[config.mk]
export PLATFORM = sky130hd
export DESIGN_NAME = ro_reg_bank
export DESIGN_NICKNAME = d
export VERILOG_FILES = /design/src/rtl/ro_reg_pkg.sv /design/src/rtl/ro_reg_chan.sv /design/src/rtl/ro_reg_bank.sv
export SDC_FILE = /design/constraint.sdc
export NUM_CORES = 1
export LEC_CHECK = 0
export ABC_AREA = 1
export BUFFER_PORTS_ARGS = -buffer_cell sky130_fd_sc_hd__buf_2
export CAP_MARGIN = 15
export CORE_MARGIN = 3
export CORE_UTILIZATION = 45
export CTS_CLUSTER_DIAMETER = 60
export DETAILED_ROUTE_END_ITERATION = 10
export PLACE_DENSITY_LB_ADDON = 0.05
export SLEW_MARGIN = 0
export SYNTH_ARGS = -nofsm -noshare
export SYNTH_HDL_FRONTEND = slang
export SYNTH_SLANG_ARGS = --single-unit
[constraint.sdc]
create_clock -name clk_reg -period 1.1 [get_ports clk_reg]
set_input_delay 0.22 -clock clk_reg [delete_from_list [all_inputs] [get_ports clk_reg]]
set_output_delay 0.22 -clock clk_reg [all_outputs]
set_load 0.01 [all_outputs]
[src/rtl/ro_reg_pkg.sv]
// Shared constants for the read-only status register bank: per-channel update modes.
// Latency: n/a (constants only).
// Backpressure: n/a.
package ro_reg_pkg;

  localparam int RO_MODE_W = 2;

  localparam logic [RO_MODE_W-1:0] RO_MODE_LIVE    = 2'd0;
  localparam logic [RO_MODE_W-1:0] RO_MODE_CAPTURE = 2'd1;
  localparam logic [RO_MODE_W-1:0] RO_MODE_STICKY  = 2'd2;
  localparam logic [RO_MODE_W-1:0] RO_MODE_MAXW    = 2'd3;

endpackage

[src/rtl/ro_reg_chan.sv]
// One status channel register with compile-time update mode (live/capture/sticky/high-watermark).
// Latency: value reflects data_in/cap_stb/clr one clk edge later.
// Backpressure: none; updates every cycle, clr is honoured only by sticky and watermark modes.
module ro_reg_chan
  import ro_reg_pkg::*;
#(
  parameter int                    DATA_W        = 32,
  parameter logic [RO_MODE_W-1:0]  MODE          = RO_MODE_LIVE,
  parameter logic [DATA_W-1:0]     DEFAULT_VALUE = '0
) (
  input  logic              clk,
  input  logic              rst,
  input  logic [DATA_W-1:0] data_in,
  input  logic              cap_stb,
  input  logic              clr,
  output logic [DATA_W-1:0] value
);

  logic [DATA_W-1:0] nxt;

  // Select the next register value for this channel's mode; a clear reloads
  // from data_in so bits/peaks arriving in the clearing cycle are kept.
  always_comb begin
    nxt = value;
    case (MODE)
      RO_MODE_LIVE:    nxt = data_in;
      RO_MODE_CAPTURE: nxt = cap_stb ? data_in : value;
      RO_MODE_STICKY:  nxt = clr ? data_in : (value | data_in);
      RO_MODE_MAXW:    nxt = (clr || (data_in > value)) ? data_in : value;
      default:         nxt = value;
    endcase
  end

  // Channel register; reset wins over any update or clear.
  always_ff @(posedge clk) begin
    if (rst) begin
      value <= DEFAULT_VALUE;
    end else begin
      value <= nxt;
    end
  end

endmodule

[src/rtl/ro_reg_bank.sv]
// Bank of CH_NUM read-only status registers with a registered req/ack read port; optional snapshot
// view when RO_REG_BANK_SNAPSHOT_EN is defined. Latency: rd_ack/rd_data/rd_err one cycle after rd_req.
// Backpressure: none; a read is accepted every cycle, back-to-back reads allowed.
module ro_reg_bank
  import ro_reg_pkg::*;
#(
  parameter int                          DATA_W        = 32,
  parameter int                          CH_NUM        = 4,
  parameter int                          ADDR_W        = 2,
  parameter logic [DATA_W-1:0]           DEFAULT_VALUE = '0,
  parameter logic [RO_MODE_W*CH_NUM-1:0] MODE_VEC      = '0
) (
  input  logic                     clk_reg,
  input  logic                     rst_reg,
  input  logic [CH_NUM*DATA_W-1:0] data_in,
  input  logic [CH_NUM-1:0]        cap_stb,
  input  logic                     rd_req,
  input  logic [ADDR_W-1:0]        rd_addr,
  output logic                     rd_ack,
  output logic [DATA_W-1:0]        rd_data,
  output logic                     rd_err,
  output logic [CH_NUM*DATA_W-1:0] data_out
);

  // One extra bit so CH_NUM itself is representable when 2^ADDR_W == CH_NUM.
  localparam logic [ADDR_W:0] CH_LIMIT = (ADDR_W+1)'(CH_NUM);

  logic [DATA_W-1:0] regs [CH_NUM];
  logic [CH_NUM-1:0] addr_hit;
  logic [CH_NUM-1:0] clr;
  logic              in_range;
  logic              addr_zero;
  logic [DATA_W-1:0] rd_mux;

  assign in_range  = {1'b0, rd_addr} < CH_LIMIT;
  assign addr_zero = (rd_addr == '0);

`ifdef RO_REG_BANK_SNAPSHOT_EN
  logic [DATA_W-1:0] shadow [CH_NUM];
`endif

  for (genvar i = 0; i < CH_NUM; i++) begin : g_chan
    assign addr_hit[i] = ({1'b0, rd_addr} == (ADDR_W+1)'(i));

`ifdef RO_REG_BANK_SNAPSHOT_EN
    // Every channel clears when the snapshot is taken, not on its own read.
    assign clr[i] = rd_req & addr_zero;
`else
    assign clr[i] = rd_req & addr_hit[i];
`endif

    ro_reg_chan #(
      .DATA_W        (DATA_W),
      .MODE          (MODE_VEC[RO_MODE_W*i +: RO_MODE_W]),
      .DEFAULT_VALUE (DEFAULT_VALUE)
    ) u_chan (
      .clk     (clk_reg),
      .rst     (rst_reg),
      .data_in (data_in[i*DATA_W +: DATA_W]),
      .cap_stb (cap_stb[i]),
      .clr     (clr[i]),
      .value   (regs[i])
    );

    assign data_out[i*DATA_W +: DATA_W] = regs[i];
  end

  // Pick the addressed value (pre-update); address 0 always reads the live register.
  always_comb begin
    rd_mux = '0;
    for (int i = 0; i < CH_NUM; i++) begin
      if (addr_hit[i]) begin
`ifdef RO_REG_BANK_SNAPSHOT_EN
        rd_mux = (i == 0) ? regs[i] : shadow[i];
`else
        rd_mux = regs[i];
`endif
      end
    end
  end

`ifdef RO_REG_BANK_SNAPSHOT_EN
  // Snapshot every channel at the address-0 read for an atomic multi-channel view.
  always_ff @(posedge clk_reg) begin
    if (rst_reg) begin
      for (int i = 0; i < CH_NUM; i++) shadow[i] <= DEFAULT_VALUE;
    end else if (rd_req && addr_zero) begin
      for (int i = 0; i < CH_NUM; i++) shadow[i] <= regs[i];
    end
  end
`else
  // addr_zero only matters for snapshots; keep it referenced in the plain build.
  logic unused_addr_zero;
  assign unused_addr_zero = addr_zero;
`endif

  // Registered read response; data/err hold until the next accepted read.
  always_ff @(posedge clk_reg) begin
    if (rst_reg) begin
      rd_ack  <= 1'b0;
      rd_data <= '0;
      rd_err  <= 1'b0;
    end else begin
      rd_ack <= rd_req;
      if (rd_req) begin
        rd_data <= in_range ? rd_mux : '0;
        rd_err  <= ~in_range;
      end
    end
  end

endmodule

[Yosys cells after proc, flatten, opt, wreduce, memory -nomap -nowiden]
Cells that the tools add are included.
Storage, ports and cells
  bits in registers: 161
  latch bits: 0
  bits in writable memories: 0
  memory bits (read-only): 0
  input port bits: 137
  output and inout bits: 162
  logic and storage cells: 14
  memories: 0
Cells by class
  add/sub/neg operators: 0
  multipliers: 0
  div/mod/pow operators: 0
  order comparisons: 0
  equality and inequality tests: 3
  shifts and indexed selects: 0
  multiplexer cells: 4
  bitwise gates (word level): 0
  reductions and logical operators: 1
Operators with widths (number)
  $mux 32: 4
  $eq 2x2->1 const B: 2
  $eq 2x1->1 const B: 1
  $logic_not 2->1: 1

[Depth between registers and ports, before layout]
Gate-level depths: netlist of run 1.
  depth after elaboration: 5
  mapped depth: 7
  gate-level depth less buffers: 5

[Modules after synthesis]
Synthesis of run 1 repeated with hierarchy kept, for this count alone.
Unflattened totals
  cell total of the unflattened synthesis: 775
  area, all modules: 5899.4 µm²
Modules (own cells, without submodules)
  ro_reg_chan: instances 4, cells an instance 99, area each 914.6 µm², sequential area each 640.6 µm²
  ro_reg_bank: instances 1, cells an instance 379, area each 2240.9 µm², sequential area each 660.6 µm²

[Worst setup path after synthesis of run 1]
Ideal clock, no wire load.
  kind: input-to-reg
  start point: input rd_addr[0]
  end point: register rd_data[25]
  setup time: 0.128 ns
  arrival time: 0.864 ns
  data required time: 0.972 ns
  slack: 0.107 ns
  stages: 6
  buffers on the path: 2
  cell sequence: buf_6 -> nand2_2 -> clkbuf_1 -> or2_1 -> nand2_1 -> a21oi_1
On the way
  word-level cells in the longest chain between the ends: 5
  elaborated cells between the ends (all ways): 8
  those cells by class: eq/ne: 3; mux: 4; reduce/logical: 1
RTL lines
  start: declaration: line ro_reg_bank.sv:18  | input logic [ADDR_W-1:0] rd_addr,
  $logic_not 2->1: line ro_reg_bank.sv:43  | assign addr_hit[i] = ({1'b0, rd_addr} == (ADDR_W+1)'(i));
  $mux 32 (3 in series): line ro_reg_bank.sv:72  | if (addr_hit[i]) begin
  $mux 32 *: line ro_reg_bank.sv:72
  end signal: assignment: line ro_reg_bank.sv:106  | rd_data <= in_range ? rd_mux : '0;
  end: declaration: line ro_reg_bank.sv:20  | output logic [DATA_W-1:0] rd_data,
Mark *: on every way between the ends. The rest lies on a longest branch, timed or not.
A chain may end at the register's enable or synchronous reset.

[Worst setup path after layout of run 1]
  start point: register g_chan[1].u_chan.value[14]
  end point: output data_out[46]
RTL lines
  start: declaration: line ro_reg_chan.sv:16  | output logic [DATA_W-1:0] value
  start signal: assignment: line ro_reg_chan.sv:39  | value <= nxt;
  end: declaration: line ro_reg_bank.sv:22  | output logic [CH_NUM*DATA_W-1:0] data_out
No word-level cell between the ends.

==> metrics.md, run 1 <==
| Metric | Value |
|---|---|
| Routed via count | `7122` |
| Number of antenna violations at the first check in global routing | `0` |
| Die ar. | `0.0141 sq mm` |
| Final worst path period share | `104%` |
| Synthesized netlist net count | `884` |
| P_leak | `5.55 nW` |
| Crit path arrival time | `0.93 ns` |
| Synthesis-to-finish area growth | `89.4%` |
| Overall die height | `119 um` |
| Register-to-register setup slack | `0.01 ns` |
| Max Clock Freq | `873 MHz` |
| Library cell contributing the largest single delay on the critical path | `sky130_fd_sc_hd__dfxtp_2` |
| Overall power of the completed layout | `15.4 mW` |
| RSZ-0062 raised after global routing | `yes` |
| Clk_skew | `0.0138 ns` |
| Port Buf Inserts | `293` |
| Remaining antenna violation count | `0` |
| Number of distinct library cell variants in the gate-level netlist after synthesis | `18` |
| Number of clock sinks seen by CTS | `161` |
| Count of flip-flops with a built-in enable after synthesis | `0` |
| Async SR Flop Fraction | `0%` |
| Combinational cell fraction of total power | `17.3%` |
| Flop pwr share | `42.3%` |
| Endpoint required time on the critical path | `0.88 ns` |
| Die X | `119 um` |
| Delay of the slowest critical-path stage | `0.38 ns` |
| Share of total power consumed by net switching | `24.9%` |
| Total net switching power | `3.82 mW` |
| Endpoint class of the critical path | `output port` |
| Ordered list of cells on the worst path | `buf_6` |
| Power share of the clock group | `40.4%` |
| Number of fill cells | `530` |
| Detailed-route wire length | `27.4 mm` |
| GRT Overall Usage | `33.0%` |
| Category of the most critical setup path | `reg -> out` |
| Sequential cell area fraction in the yosys report | `56.5%` |
| Fraction of final layout cells with drive strength greater than 1 | `47.2%` |
| Cell Count, Final, Fillers Out | `1386` |
| Status | `complete, but fails checks` |
| CTS buffer count | `17` |
| Violated checks | `negative setup slack` |
| Main flop type after synthesis | `sky130_fd_sc_hd__dfxtp_1` |
| Antenna diode count | `0` |
| Largest net degree at the start of global routing | `71` |
| Crit Path Max Fanout | `2` |
| Fin. Hold Viols | `0` |
| Clock root buffer | `sky130_fd_sc_hd__clkbuf_16` |
| Crit path buf inv count | `1` |
| Number of pins with negative max-slew slack in the final report | `0` |
| Yosys synthesis warning count | `0` |
| Total negative slack | `-0.445 ns` |
| Hold crit path type | `in -> reg` |
| Residual DRC count | `0` |
| Synthesized instance count | `747` |
| Nets@finish | `1345` |
| Placed Instance Area | `0.00742 sq mm` |
| Post-synth design cell area | `0.00570 sq mm` |
| Post-Route Hold Slack | `0.00223 ns` |
| DP HPWL | `12.9 mm` |
| Type of element launching the critical path | `flop` |
| Post-route cell area | `0.0108 sq mm` |
| Clock latency reported for the late side of the worst-skew pair | `0.43 ns` |
| H-Tree Depth | `4` |
| Mean instance size in the synthesized netlist | `7.63 sq um` |
| Clock tree from TritonCTS | `built` |
| # Max-Cap Violations | `0` |
| Internal power summed over all cells | `11.6 mW` |
| Initial core utilization | `46.7%` |
| Num ports | `299` |
| Global-route wire length before repair | `36.1 mm` |
| Initial DRC count | `698` |
| Maximum VDD drop | `1290 uV` |
| Vias in the first global route | `6813` |
| Top Family by Delay on Critical Path | `flip-flops` |
| Routed wire length per instance | `19.8 um` |
| Power per unit of standard cell area | `1420 mW/mm^2` |
| GR Overflow Total | `0` |
| Minimum clock period after layout | `1.15 ns` |
| Via density per instance | `5.14` |
| Number of core rows | `40` |
| Clock tree buffer depth | `2` |
| Gp weighted congestion | `0.857` |
| Setup violation total in the final timing report | `33` |
| Total placed cells including tap cells | `1185` |
| Fin worst setup slack | `-0.0453 ns` |
| Synthesized flop and latch total | `161` |
| Initial DRT Pass Iterations | `6` |
| Std-Cell Core Area | `0.0122 sq mm` |
| Clock-pin slew on the worst setup and hold paths | `0.07 ns` |
[metrics by stage]
step	util [%]	setup WS (ns)
3_5_place_dp	60.7	-0.143
6_report	88.4	-0.0453
3_3_place_gp	60.7	-0.136
2_1_floorplan	-	0.107
4_1_cts	85.2	-0.0102
5_1_grt	88.4	-0.0914
[layer usage]
layer	vias to the layer above	part of all wire (%)	global-route usage, %
li1	3147	-	-
met1	3328	34	34.1
met2	503	50	58.2
met3	144	9.7	12.2
met4	0	6.0	16.7
met5	-	0	0
[power by group through the flow]
stage,clock [mW],sequential [mW],combinational (mW)
after CTS,6.12,6.46,2.30
after global placement,0,6.47,1.58
final,6.22,6.50,2.66
after floorplan,0,6.59,0.630
after detailed placement,0,6.46,1.59
after global routing,6.46,6.52,2.80
[cells in the mapped netlist, types with 2 or more instances]
library cell	count	area share (%)
sky130_fd_sc_hd__a21oi_1	32	2.8
sky130_fd_sc_hd__buf_2	23	2.0
sky130_fd_sc_hd__buf_4	4	0.53
sky130_fd_sc_hd__buf_6	2	0.39
sky130_fd_sc_hd__clkbuf_1	16	1.1
sky130_fd_sc_hd__dfxtp_1	161	57
sky130_fd_sc_hd__inv_1	131	8.6
sky130_fd_sc_hd__nand2_1	85	5.6
sky130_fd_sc_hd__nand3_1	64	5.6
sky130_fd_sc_hd__nor2_1	171	11
sky130_fd_sc_hd__o21ai_0	43	3.8
sky130_fd_sc_hd__or2_0	7	0.77
sky130_fd_sc_hd__or2_1	2	0.22
sky130_fd_sc_hd__or2_2	2	0.22
[logic make-up (layout without fill, tap and decap cells)]
| logic type | count (synthesis) | count (layout) | share of synthesized area (%) |
|---|---|---|---|
| AO/OA/AOI/OAI | 75 | 75 | 6.58 |
| buffers and inverters | 177 | 648 | 12.7 |
| flip-flops | 161 | 161 | 56.5 |
| other | 1 | 1 | 0.0658 |
| AND/OR/NAND/NOR | 333 | 333 | 24.1 |
[cell usage in the layout, fill, tap and decap left out, types with 3 or more instances in the layout]
cell and count:
sky130_fd_sc_hd__nor2_1 171, sky130_fd_sc_hd__buf_6 161, sky130_fd_sc_hd__dfxtp_2 160, sky130_fd_sc_hd__inv_1 131
sky130_fd_sc_hd__buf_2 131, sky130_fd_sc_hd__dlygate4sd3_1 106, sky130_fd_sc_hd__nand2_1 85, sky130_fd_sc_hd__buf_4 81
sky130_fd_sc_hd__nand3_1 64, sky130_fd_sc_hd__o21ai_0 41, sky130_fd_sc_hd__a21oi_1 32, sky130_fd_sc_hd__clkbuf_16 17
sky130_fd_sc_hd__buf_12 8, sky130_fd_sc_hd__or2_0 7, sky130_fd_sc_hd__clkbuf_8 6, sky130_fd_sc_hd__bufinv_16 3
[what timing repair did]
action,CTS,global route
setup endpoints to repair,161,159
hold buffers,106,0
hold endpoints to repair,106,0
setup buffers,25,41
gates resized for setup,316,17
[path summary, 6_finish.rpt]
| check | start | to | depth (start not counted) |
|---|---|---|---|
| hold / removal | data_in[111] | g_chan[3].u_chan.value[15]$_SDFF_PP0_ | 3 |
| setup / recovery | g_chan[1].u_chan.value[14]$_SDFF_PP0_ | data_out[46] | 1 |
| hold reg to reg | rd_data[31]$_SDFFE_PP0P_ | rd_data[31]$_SDFFE_PP0P_ | 2 |
| setup reg to reg | g_chan[1].u_chan.value[14]$_SDFF_PP0_ | rd_data[14]$_SDFFE_PP0P_ | 5 |
[flip-flops by register name, indices dropped and copies added (netlist names)]
signal / cells
g_chan.u_chan.value: 128
rd_data: 32
rd_ack: 1
[layout make-up]
class / instances / area, sq um / share of cell area [%]
timing repair buffer: 487 / 4300 / 39.8
sequential: 161 / 3430 / 31.7
multi-input combinational: 409 / 1760 / 16.3
clock buffer: 24 / 512 / 4.74
inverter: 132 / 495 / 4.59
tap: 168 / 210 / 1.95
clock inverter: 5 / 100 / 0.927
[tightest hold or removal path: stages]
cell and delay (ns):
sky130_fd_sc_hd__buf_2 0.10, sky130_fd_sc_hd__inv_1 0.04, sky130_fd_sc_hd__nor2_1 0.03
(Power assumes the default switching activity.)
==> run 2: changes to the inputs <==
Settings changed: ABC_AREA 1 to not set, ABC_CLOCK_PERIOD_IN_PS set to 1100.
==> metrics.md, run 2 <==
| Metric | Value |
|---|---|
| Clock-pin slew on the worst setup and hold paths | `0.06 ns (about the same)` |
| Gp weighted congestion | `0.790 (-7.9%)` |
| Number of antenna violations at the first check in global routing | `2 (+2)` |
| Count of flip-flops with a built-in enable after synthesis | `0 (unchanged)` |
| Synthesized netlist net count | `594 (-33%)` |
| Commonest cells after routing, fill and taps aside | `sky130_fd_sc_hd__dfxtp_2, sky130_fd_sc_hd__buf_6, sky130_fd_sc_hd__buf_2` |
| Initial core utilization | `46.5% (-0.22 points)` |
| Status | `complete, no violations` |
| Number of clock sinks seen by CTS | `161 (unchanged)` |
| Endpoint class of the critical path | `output port` |
| Yosys synthesis warning count | `0 (unchanged)` |
| Fraction of final layout cells with drive strength greater than 1 | `71.9% (+25 points)` |
| Crit path buf inv count | `1 (unchanged)` |
| Power per unit of standard cell area | `1540 mW/mm^2 (+7.8%)` |
| Synthesis-to-finish area growth | `72.2%` |
| Initial DRT Pass Iterations | `4 (-2)` |
| Sequential cell area fraction in the yosys report | `57.3% (+0.74 points)` |
| Global-route wire length before repair | `26.1 mm (-28%)` |
| Nets@finish | `946 (-30%)` |
| Clock latency reported for the late side of the worst-skew pair | `0.41 ns (-0.02 ns)` |
| Number of fill cells | `686 (+29%)` |
| M1 GR Usage | `24.7% (-9.4 points)` |
| Library cell contributing the largest single delay on the critical path | `sky130_fd_sc_hd__dfxtp_2` |
| Final worst path period share | `99.2% (-4.9 points)` |
| Std-Cell Core Area | `0.0121 sq mm (-0.82%)` |
| Endpoint required time on the critical path | `0.88 ns (about the same)` |
| Die ar. | `0.0139 sq mm (-1.2%)` |
| Category of the most critical setup path | `reg -> out` |
| Num ports | `299 (unchanged)` |
| Routed via count | `4760 (-33%)` |
| GRT Overall Usage | `23.9% (-9.1 points)` |
| GR Overflow Total | `0 (unchanged)` |
| Overall power of the completed layout | `14.9 mW (-3.2%)` |
| Die X | `118 um (-0.62%)` |
| Grt met3 use | `8.70% (-3.5 points)` |
| Delay of the slowest critical-path stage | `0.35 ns (-0.03 ns)` |
| Initial DRC count | `209 (-70%)` |
| Dpl ws | `-0.266 ns (-0.123 ns)` |
| Crit path arrival time | `0.87 ns (-0.06 ns)` |
| Fin worst setup slack | `0.00825 ns (+0.0535 ns)` |
| Synth area leaders | `sky130_fd_sc_hd__dfxtp_1, sky130_fd_sc_hd__nor2b_1, sky130_fd_sc_hd__mux2i_1, sky130_fd_sc_hd__o221ai_2, sky130_fd_sc_hd__or3b_2` |
| Register with the highest flop count | `g_chan.u_chan.value` |
| Synthesized instance count | `457 (-39%)` |
| Fin. Hold Viols | `0 (unchanged)` |
| Met2 Usage GRT | `44.2% (-14 points)` |
| Max Clock Freq | `916 MHz (+4.9%)` |
| Detailed-route wire length | `17.6 mm (-36%)` |
| Minimum clock period after layout | `1.09 ns (-0.0535 ns)` |
| Vias in the first global route | `4982 (-27%)` |
| Ordered list of cells on the worst path | `buf_6` |
| Synth top area share | `57.3% (+0.74 points)` |
| Number of core rows | `40 (unchanged)` |
| Post-route cell area | `0.00969 sq mm (-10%)` |
| Registers with the most flip-flops | `g_chan.u_chan.value (128), rd_data (32), rd_ack (1)` |
| Port Buf Inserts | `293 (unchanged)` |
| Peak-usage layer in the global routing report | `met2` |
| Largest net degree at the start of global routing | `40 (-44%)` |
| Residual DRC count | `0 (unchanged)` |
| Async SR Flop Fraction | `0% (unchanged)` |
| Maximum VDD drop | `1180 uV (-8.7%)` |
| Via density per instance | `4.80 (-6.5%)` |
| Commonest cells post-synth | `sky130_fd_sc_hd__dfxtp_1, sky130_fd_sc_hd__nor2b_1, sky130_fd_sc_hd__mux2i_1, sky130_fd_sc_hd__or3b_2, sky130_fd_sc_hd__o221ai_2` |
| Post-synth design cell area | `0.00563 sq mm (-1.3%)` |
| Share of the core filled with cells | `80.0% (-8.4 points)` |
| Number of pins with negative max-slew slack in the final report | `0 (unchanged)` |
| Hold crit path type | `in -> reg` |
| Leading cell type by number of instances after synthesis | `sky130_fd_sc_hd__dfxtp_1` |
| H-Tree Depth | `4 (unchanged)` |
| Setup violation total in the final timing report | `0 (-100%)` |
| Type of element launching the critical path | `flop` |
| Synthesized flop and latch total | `161 (unchanged)` |
| DP HPWL | `11.4 mm (-11%)` |
| # Max-Cap Violations | `0 (unchanged)` |
| Number of distinct library cell variants in the gate-level netlist after synthesis | `13 (-5)` |
| CTS buffer count | `17 (unchanged)` |
| Number of flip-flops in the largest register | `128 (unchanged)` |
| Clock root buffer | `sky130_fd_sc_hd__clkbuf_16` |
| Routed wire length per instance | `17.7 um (-10%)` |
| Placed Instance Area | `0.00733 sq mm (-1.2%)` |
| Clk_skew | `0.00498 ns (-0.00881 ns)` |
| P_leak | `4.38 nW (-21%)` |
| Remaining antenna violation count | `0 (unchanged)` |
| Overall die height | `118 um (-0.62%)` |
| Clock tree buffer depth | `2 (unchanged)` |
| Mean instance size in the synthesized netlist | `12.3 sq um (+61%)` |
| RSZ-0062 raised after global routing | `yes` |
| Main flop type after synthesis | `sky130_fd_sc_hd__dfxtp_1` |
| Clock tree from TritonCTS | `built` |
| Library cell with the largest summed area after synthesis | `sky130_fd_sc_hd__dfxtp_1` |
| Crit Path Max Fanout | `2 (unchanged)` |
| Top Family by Delay on Critical Path | `flip-flops` |
[run 2: cell types whose count changed after synthesis, sizes merged, moves of 13 or more]
cell / change
o21ai: -43
nand3: -64
nand2: -86
mux2i: +64
o221ai: +32
or3b: +33
nor2b: +129
buf: -13
inv: -132
nor2: -172
a21oi: -32
[run 2: cell type report]
| type | count | area (sq um) | area share (%) |
|---|---|---|---|
| antenna | 1 | 2.50 | 0.0258 |
| tap | 168 | 210 | 2.17 |
| clock buffer | 21 | 470 | 4.85 |
| timing repair buffer | 369 | 3190 | 32.9 |
| sequential | 161 | 3420 | 35.3 |
| multi-input combinational | 260 | 2220 | 22.9 |
| clock inverter | 11 | 183 | 1.89 |
[run 2: worst register-to-register path, stage by stage, from the launching register on]
cell and delay, ns:
sky130_fd_sc_hd__dfxtp_2 0.34, sky130_fd_sc_hd__buf_4 0.10, sky130_fd_sc_hd__or3b_2 0.45, sky130_fd_sc_hd__o221ai_2 0.07
[run 2: metrics by stage]
stage	setup TNS [ns]	cells	hold slack, ns
after floorplan	-1.23	457	0.348
after global placement	-11.93	901	0.426
after detailed placement	-16.39	901	0.433
after CTS	-0.0706	972	0.000182
after global routing	-1.19	991	0.00478
final	0	991	0.0138
[run 2: layer usage]
layer | up-vias | share of wire, %
li1 | 2274 | -
met3 | 25 | 7.2
met5 | - | 0.040
met1 | 2270 | 36
met4 | 2 | 1.7
met2 | 189 | 55
[run 2: timing repair]
action | 4_1_cts | 5_1_grt
setup buffers | 8 | 17
hold buffers | 31 | 1
hold endpoints to repair | 31 | 1
setup endpoints to repair | 158 | 145
resized for setup | 285 | 42
[run 2: power by group]
part	switching [mW]	internal (mW)
combinational	0.807	1.20
sequential	0.232	6.22
clock	2.25	4.19
[run 2: worst paths after layout]
path                                           end  depth (start not counted)  slack, ns                                   from
min reg2reg                rd_data[7]$_SDFFE_PP0P_                          2       0.58   g_chan[0].u_chan.value[7]$_SDFF_PP0_
max reg2reg               rd_data[13]$_SDFFE_PP0P_                          3       0.06               rd_data[13]$_SDFFE_PP0P_
min          g_chan[0].u_chan.value[22]$_SDFF_PP0_                          2       0.01                            data_in[22]
max                                   data_out[95]                          1      0.008  g_chan[2].u_chan.value[31]$_SDFF_PP0_
[run 2: cell families after synthesis]
group           synth area share, %
compound gates                 8.31
buf+inv                        3.36
flops                          57.3
simple gates                   19.6
other cells                  0.0666
mux                            11.4
==> run 3: changes to the inputs <==
Settings changed: RECOVER_POWER set to 25.
==> metrics.md, run 3 (synthesized netlist as in run 2, its figures left out) <==
| Metric | Value |
|---|---|
| Vias in the first global route | `4982 (unchanged)` |
| Category of the most critical setup path | `reg -> out` |
| Post-Route Hold Slack | `0.0140 ns (+0.000211 ns)` |
| Clk_skew | `0.00498 ns (+0.000000250 ns)` |
| Relative slew slack | `64.7%` |
| Measured slew at the worst slew-check pin | `0.530 ns` |
| Nets@finish | `946 (unchanged)` |
| DP HPWL | `11.4 mm (unchanged)` |
| Start point of the critical path | `g_chan[2].u_chan.value[31]$_SDFF_PP0_` |
| Routed via count | `4757 (-0.063%)` |
| Clock root buffer | `sky130_fd_sc_hd__clkbuf_16` |
| Final worst path period share | `99.1% (-0.14 points)` |
| Setup violation total in the final timing report | `0 (unchanged)` |
| Registers with the most flip-flops | `g_chan.u_chan.value (128), rd_data (32), rd_ack (1)` |
| Clock tree from TritonCTS | `built` |
| RSZ-0062 raised after global routing | `yes` |
| Residual DRC count | `0 (unchanged)` |
| Total placed cells including tap cells | `901 (unchanged)` |
| Number of clock sinks seen by CTS | `161 (unchanged)` |
| Endpoint class of the critical path | `output port` |
| Endpoint of the worst-slack reg-to-reg timing path | `rd_data[13]$_SDFFE_PP0P_` |
| Number of flip-flops in the largest register | `128 (unchanged)` |
| GRT Overall Usage | `23.9% (unchanged)` |
| Share of the core filled with cells | `79.9% (-0.10 points)` |
| P_leak | `4.38 nW (-0.19%)` |
| Maximum VDD drop | `1180 uV (about the same)` |
| Num ports | `299 (unchanged)` |
| Placed Instance Area | `0.00733 sq mm (unchanged)` |
| Number of antenna violations at the first check in global routing | `2 (unchanged)` |
| Crit Path Max Fanout | `2 (unchanged)` |
| Initial core utilization | `46.5% (unchanged)` |
| Via density per instance | `4.80 (about the same)` |
| Largest net degree at the start of global routing | `40 (unchanged)` |
| Clock-pin slew on the worst setup and hold paths | `0.06 ns (about the same)` |
| Number of logic stages on the critical path including buffering | `1 (unchanged)` |
| Library cell contributing the largest single delay on the critical path | `sky130_fd_sc_hd__dfxtp_2` |
| Minimum clock period after layout | `1.09 ns (-0.00158 ns)` |
| Global-route wire length before repair | `26.1 mm (unchanged)` |
| Crit path buf inv count | `1 (unchanged)` |
| Endpoint required time on the critical path | `0.88 ns (about the same)` |
| Number of core rows | `40 (unchanged)` |
| Type of element launching the critical path | `flop` |
| Capturing element of the worst setup path | `data_out[95]` |
| FF+latch area | `0.00342 sq mm (unchanged)` |
| Fin. Hold Viols | `0 (unchanged)` |
| Fin worst setup slack | `0.00983 ns (+0.00158 ns)` |
| Reg2reg path depth | `3 (unchanged)` |
| GR Overflow Total | `0 (unchanged)` |
| Register-to-register setup slack | `0.06 ns (about the same)` |
| Port Buf Inserts | `293 (unchanged)` |
| H-Tree Depth | `4 (unchanged)` |
| Crit path arrival time | `0.87 ns (about the same)` |
| Number of fill cells | `689 (+0.44%)` |
| Fraction of final layout cells with drive strength greater than 1 | `71.7% (-0.24 points)` |
| Total negative slack | `0 ns (unchanged)` |
| Number of pins with negative max-slew slack in the final report | `0 (unchanged)` |
| Die X | `118 um (unchanged)` |
| Status | `complete, no violations` |
| Cell Count, Final, Fillers Out | `991 (unchanged)` |
| # Max-Cap Violations | `0 (unchanged)` |
| Hold crit path type | `in -> reg` |
| Dpl ws | `-0.266 ns (unchanged)` |
| Routed wire length per instance | `17.7 um (about the same)` |
| Gp weighted congestion | `0.790 (unchanged)` |
| Std-Cell Core Area | `0.0121 sq mm (unchanged)` |
| CTS buffer count | `17 (unchanged)` |
| Commonest cells after routing, fill and taps aside | `sky130_fd_sc_hd__dfxtp_2, sky130_fd_sc_hd__buf_6, sky130_fd_sc_hd__buf_2` |
| Clock tree buffer depth | `2 (unchanged)` |
| Clock latency reported for the late side of the worst-skew pair | `0.41 ns (about the same)` |
| Max Clock Freq | `917 MHz (+0.14%)` |
| Die ar. | `0.0139 sq mm (unchanged)` |
| Detailed-route wire length | `17.6 mm (about the same)` |
| Overall die height | `118 um (unchanged)` |
| Delay of the slowest critical-path stage | `0.35 ns (about the same)` |
| Overall power of the completed layout | `14.9 mW (about the same)` |
| Multi-input gate area | `0.00222 sq mm (unchanged)` |
| Register with the highest flop count | `g_chan.u_chan.value` |
| Ordered list of cells on the worst path | `buf_6` |
| Startpoint of the worst register-to-register path | `rd_data[13]$_SDFFE_PP0P_` |
| Top Family by Delay on Critical Path | `flip-flops` |
| Remaining antenna violation count | `0 (unchanged)` |
| Post-route cell area | `0.00968 sq mm (-0.13%)` |
| Initial DRC count | `199 (-4.8%)` |
| Initial DRT Pass Iterations | `4 (unchanged)` |
| Synthesis-to-finish area growth | `72.0%` |
| Power per unit of standard cell area | `1540 mW/mm^2 (about the same)` |
-- run 3: how the worst min path moves through the flow --
stage / from / depth (start not counted) / endpoint / slack (ns)
floorplan: data_in[0] / 1 / g_chan[0].u_chan.value[0]$_SDFF_PP0_ / 0.35
global placement: data_in[55] / 2 / g_chan[1].u_chan.value[23]$_SDFF_PP0_ / 0.43
detailed placement: data_in[31] / 2 / g_chan[0].u_chan.value[31]$_SDFF_PP0_ / 0.43
CTS: data_in[46] / 2 / g_chan[1].u_chan.value[14]$_SDFF_PP0_ / 0.0002
global route: data_in[1] / 2 / g_chan[0].u_chan.value[1]$_SDFF_PP0_ / 0.005
finish: data_in[22] / 2 / g_chan[0].u_chan.value[22]$_SDFF_PP0_ / 0.01
-- run 3: layer usage --
layer | up-vias | wire (um) | global-route usage (%)
met2 | 187 | 9620 | 44.2
met4 | 2 | 316 | 8.42
met5 | - | 7 | 0
li1 | 2273 | - | -
met1 | 2269 | 6360 | 24.7
met3 | 26 | 1260 | 8.70
-- run 3: layout make-up --
cell class	instances	share of cell area [%]
Multi-Input combinational cell	260	22.9
Clock buffer	21	4.86
Timing Repair Buffer	369	32.8
Sequential cell	161	35.4
Tap cell	168	2.17
Clock inverter	11	1.89
Antenna cell	1	0.0259
-- run 3: what timing repair did --
| item | 4_1_cts | 5_1_grt |
|---|---|---|
| hold buffers | 31 | 1 |
| pin swaps | 0 | 0 |
| setup endpoints to repair | 158 | 145 |
| gates resized for setup | 285 | 42 |
| endpoints found under the hold margin | 31 | 1 |
| setup buffers | 8 | 17 |
-- run 3: power by group --
part           switching [mW]  total, mW  internal (mW)
clock                    2.25       6.44           4.19
sequential              0.232       6.45           6.22
combinational           0.807       2.00           1.19
